===== src/rtl/bus_mux_pkg.sv =====
// Shared mode encoding for the arbitrating bus multiplexer.
package bus_mux_pkg;

  typedef logic [1:0] mode_t;

  localparam mode_t MODE_RR   = 2'd0;  // round-robin starting after the last winner
  localparam mode_t MODE_PRIO = 2'd1;  // fixed priority, lowest index wins
  localparam mode_t MODE_EXT  = 2'd2;  // source chosen by ext_sel

endpackage


===== src/rtl/rr_pick.sv =====
// Wrapping first-set search: returns the first set bit of req at or after
// position start, wrapping from N_SRC-1 back to 0.
module rr_pick #(
  parameter int N_SRC = 8,
  parameter int SEL_W = $clog2(N_SRC)
) (
  input  logic [N_SRC-1:0] req,
  input  logic [SEL_W-1:0] start,
  output logic [SEL_W-1:0] idx,
  output logic             found
);

  localparam logic [SEL_W:0] N_LIM = (SEL_W + 1)'(N_SRC);

  // Scan every offset from start; the first requesting position wins.
  always_comb begin : p_search
    logic [SEL_W:0] pos;
    // NOTE: every output gets a value before the loop so no path leaves it unassigned (no latch).
    idx   = '0;
    found = 1'b0;
    pos   = '0;
    for (int k = 0; k < N_SRC; k++) begin
      pos = {1'b0, start} + (SEL_W + 1)'(k);
      if (pos >= N_LIM) pos = pos - N_LIM;
      if (!found && req[pos[SEL_W-1:0]]) begin
        found = 1'b1;
        idx   = pos[SEL_W-1:0];
      end
    end
  end

endmodule


===== src/rtl/bus_arb_mux.sv =====
// N-source bus multiplexer: arbitrates among valid sources each cycle and
// registers the winning word onto a single output bus with valid/ready.
module bus_arb_mux
  import bus_mux_pkg::*;
#(
  parameter int    WIDTH = 32,
  parameter int    N_SRC = 8,
  parameter int    SEL_W = $clog2(N_SRC),
  parameter mode_t MODE  = MODE_RR
) (
  input  logic                   clock,
  input  logic                   clear_n,
  input  logic [N_SRC-1:0]       src_valid,
  input  logic [N_SRC*WIDTH-1:0] src_data,
  output logic [N_SRC-1:0]       src_ready,
  input  logic [SEL_W-1:0]       ext_sel,
  output logic                   out_valid,
  output logic [WIDTH-1:0]       out_data,
  output logic [SEL_W-1:0]       out_src,
  input  logic                   out_ready
);

  localparam logic [SEL_W:0]   N_LIM = (SEL_W + 1)'(N_SRC);
  localparam logic [SEL_W-1:0] LAST  = SEL_W'(N_SRC - 1);

  logic             out_valid_q, out_valid_d;
  logic [WIDTH-1:0] out_data_q,  out_data_d;
  logic [SEL_W-1:0] out_src_q,   out_src_d;
  logic [SEL_W-1:0] rr_ptr_q,    rr_ptr_d;

  logic [WIDTH-1:0] src_word [N_SRC];
  logic [SEL_W-1:0] pick_start, pick_idx, grant;
  logic             pick_found, grant_found;
  logic             load, xfer;

  for (genvar i = 0; i < N_SRC; i++) begin : g_word
    assign src_word[i] = src_data[i*WIDTH +: WIDTH];
  end

  // Fixed priority is the wrapping search anchored at source 0.
  assign pick_start = (MODE == MODE_RR) ? rr_ptr_q : '0;

  rr_pick #(
    .N_SRC (N_SRC),
    .SEL_W (SEL_W)
  ) u_pick (
    .req   (src_valid),
    .start (pick_start),
    .idx   (pick_idx),
    .found (pick_found)
  );

  // Grant selection: searched winner, or the externally named source if it is in range and valid.
  always_comb begin
    grant       = pick_idx;
    grant_found = pick_found;
    if (MODE == MODE_EXT) begin
      grant       = ext_sel;
      grant_found = ({1'b0, ext_sel} < N_LIM) && src_valid[ext_sel];
    end
  end

  // The register can take a new word when empty or being drained; reset blocks any accept.
  assign load = !out_valid_q || out_ready;
  assign xfer = load && grant_found && clear_n;

  // One-hot accept strobe to the source whose word is captured this cycle.
  always_comb begin
    src_ready = '0;
    if (xfer) src_ready[grant] = 1'b1;
  end

  // Next-state for the output register and the round-robin pointer.
  always_comb begin
    out_valid_d = out_valid_q;
    out_data_d  = out_data_q;
    out_src_d   = out_src_q;
    rr_ptr_d    = rr_ptr_q;
    if (load) out_valid_d = grant_found;
    if (xfer) begin
      out_data_d = src_word[grant];
      out_src_d  = grant;
      if (MODE == MODE_RR) rr_ptr_d = (grant == LAST) ? '0 : grant + SEL_W'(1);
    end
  end

  // State registers; clear_n discards any held word and restarts the rotation.
  always_ff @(posedge clock or negedge clear_n) begin
    if (!clear_n) begin
      out_valid_q <= 1'b0;
      out_data_q  <= '0;
      out_src_q   <= '0;
      rr_ptr_q    <= '0;
    end else begin
      // NOTE: non-blocking assignments so every flop samples pre-edge values.
      out_valid_q <= out_valid_d;
      out_data_q  <= out_data_d;
      out_src_q   <= out_src_d;
      rr_ptr_q    <= rr_ptr_d;
    end
  end

  assign out_valid = out_valid_q;
  assign out_data  = out_data_q;
  assign out_src   = out_src_q;

endmodule


===== config.mk =====
export PLATFORM = sky130hd
export DESIGN_NAME = bus_arb_mux
export DESIGN_NICKNAME = d
export VERILOG_FILES = /design/src/rtl/bus_mux_pkg.sv /design/src/rtl/rr_pick.sv /design/src/rtl/bus_arb_mux.sv
export SDC_FILE = /design/constraint.sdc
export NUM_CORES = 1
export LEC_CHECK = 0
export ABC_AREA = 1
export CAP_MARGIN = 20
export CORE_AREA = 2 2 121 123
export DETAILED_ROUTE_END_ITERATION = 16
export DIE_AREA = 0 0 123 125
export PLACE_DENSITY = 0.81
export SYNTH_ARGS = -nofsm -noshare
export SYNTH_HDL_FRONTEND = slang
export SYNTH_SLANG_ARGS = --single-unit

===== constraint.sdc =====
create_clock -name clock -period 5.45 [get_ports clock]
set_input_delay 1.635 -clock clock [delete_from_list [all_inputs] [get_ports clock]]
set_output_delay 1.635 -clock clock [all_outputs]
set_load 0.005 [all_outputs]

==> metrics.txt <==
Critical Path Slowest Stage Cell=dlygate4sd2_1; FP Rows=44; WL per Instance=15.1 um; first-pass GRT wire length=34,900 um; Clock Tree Root=clkbuf_16; Post-synth EDFFs=0; GR peak layer=met2; Critical R2R Launch=pick_start[0]; startpoint types=input port; Critical Path Max Stage Delay=270 ps; DR vias/cell=4.99; Design Area, Final=9170 um^2; Worst Path Max Fanout=7; Final Critical Period=5350 ps; antenna viol nets, final=0; worst setup path endpoint=src_ready[5]; Async S/R FF share, synth=100%; drt pass-1 iters=7; flops & latches, synth=39; vias=7,537; syn_nets=1,292; GPL Wtd Cong=0.925; TritonCTS clock tree=yes; Worst-Margin Slew=1080 ps; met1 Track Usage GR=33.1%; Clk Latency, worst-skew pair=280 ps; YS warnings=0; diode count=0; Layout area overhead=69.8%; register area share after synthesis=18.1%; Synth top area share=32.3%; initial drt markers=420; htree depth=2; Setup crit start=src_valid[4]; vias in the first global route=7,018; Congestion Overflow GR=0; fin nets=1,597; Tot GR Track Use=28.5%; drc violations=0; Worst Reg-to-Reg Cells=19; syn avg cell area=5.29 um^2; final setup vio count=0; CTS Buffer Depth=2; synth top area cells=nand2_1 (32%), nand3_1 (21%), dfrtp_1 (18%), inv_1 (8.5%), nand3b_1 (5.0%); Boundary Pins=314; clk_skew=4.66 ps; fill count=1,370; routed wire length=22,900 um; Hold Path Class=flip-flop to flip-flop; final setup margin=103 ps; IO buf count=310; reg2reg end=out_data[25]; cts bufs inserted=5; Post-synth top cells=nand2_1 (465), nand3_1 (226), inv_1 (122); layout cell share with drive strength beyond 1=10.5%; Required @ worst endpoint=3820 ps; main flop type after synthesis=dfrtp_1; fmax=187 MHz; WP depth=16; final worst path period share=98.1%; CTS sink cnt=39; critical path class=input port to primary output; pre-CTS worst setup slack=-351 ps; synth unique cells=33; placed cell area=8650 um^2; Final Max Tran Viols=0; CP Buf/Inv Count=4; initial antenna violation count=0; Final Hold Viols=0; placed wire-length estimate=16,600 um; Die Width=123 um; CP Data Arrival Time=3710 ps; run status=complete, no violations; core box area=14,200 um^2; Netlist Area Pre-Place=5400 um^2; Yosys top cell by area=nand2_1; relative slew slack=27.7%; total die area=15,400 um^2; max-cap violation count=0; pin count of the biggest net entering global routing=104; Reg2Reg Setup Slack=1180 ps; critical path capture point type=primary output; Die Height=125 um; crit path cell chain=dlygate4sd2_1, nand2_2, nand3_2, nand3_2, nand2_4, nor2_8, nand4_4, nor2_4, nand2_1, nand3b_1, nand2_4, buf_4, nor2_2, inv_2, nor2_1, clkdlybuf4s15_1; hold buffers post-CTS=0; Clock transition at path regs=60 ps; Initial Utilization=38.0%; top-count cell post-synth=nand2_1; Mapped Cells=1,020; critical path's top delay family=simple AND/OR/NAND/NOR gates; met3 GRT Util=6.25%; met2 Use GR=52.2%
routing by layer:
layer  up-vias  wire length [um]
met5         -                 0
met4         0               654
met3        43              1780
met2       328             11800
met1      3390              8660
li1       3776                 -
final cells by class:
| cell class | count | area (um^2) | share of cell area [%] |
|---|---|---|---|
| clock buffers | 6 | 139 | 1.51 |
| clock inverters | 2 | 35.0 | 0.382 |
| inverters | 126 | 473 | 5.16 |
| multi-input cells | 786 | 3770 | 41.1 |
| flip-flops and latches | 39 | 976 | 10.6 |
| well taps | 184 | 230 | 2.51 |
| repair buffers | 367 | 3540 | 38.6 |
registers in the layout, indices dropped and copies added (netlist names):
name / count
out_valid: 1
out_data: 32
out_src: 3
pick_start: 3
how the worst min path moves through the flow:
stage	slack (ps)	cells past startpoint	end	start
4_1_cts	490	2	out_src[0]	out_src[0]
5_1_grt	520	2	out_src[0]	out_src[0]
3_3_place_gp	470	2	out_src[0]	out_src[0]
2_1_floorplan	470	2	out_src[0]	out_src[0]
6_report	490	2	out_src[0]	out_src[0]
3_5_place_dp	480	2	out_src[0]	out_src[0]
per-stage QoR:
| stage | hold slack, ps | TNS [ps] | cells | utilization (%) |
|---|---|---|---|---|
| floorplan | 473 | 0 | 1020 | - |
| global placement | 465 | -2000 | 1484 | 60.9 |
| detailed placement | 478 | -2290 | 1484 | 60.9 |
| CTS | 494 | -545 | 1494 | 62.6 |
| global route | 520 | -72.1 | 1510 | 64.5 |
| finish | 493 | 0 | 1510 | 64.5 |
what timing repair did:
| action | CTS | global route |
|---|---|---|
| pin swaps | 10 | 24 |
| setup endpoints to repair | 8 | 8 |
| setup buffers | 2 | 16 |
| resized for setup | 20 | 52 |
logic make-up (layout without fill, tap and decap cells):
logic type      Yosys count  in the layout  share of synthesized area (%)
simple gates            769            769                           63.2
xor+xnor                  4              4                          0.788
fa+ha+maj                 2              2                          0.463
compound gates           11             11                           1.27
buf+inv                 195            501                           16.2
flops                    39             39                           18.1
worst min-delay path, delay by kind of cell, from the launching register on:
| family | cells | cell delay [ps] |
|---|---|---|
| flip-flops | 1 | 350 |
| AND/OR/NAND/NOR | 2 | 110 |
layout by cell type, fill, tap and decap left out, types with 4 or more instances in the layout:
cell and instances:
dfrtp_1 39, nand3_2 20, nand3b_1 36, clkbuf_16 5, nor2_1 16, clkdlybuf4s50_1 293, inv_1 120, nand2_2 21
nand2_1 444, buf_4 57, dlymetal6s2s_1 10, inv_2 6, nor2_2 5, nand4_1 4, o21ai_0 4, nand3_1 207
nand2_4 5
Power is not shown: default switching activity piles up to over one toggle a cycle in this logic, so the estimate is an artifact.
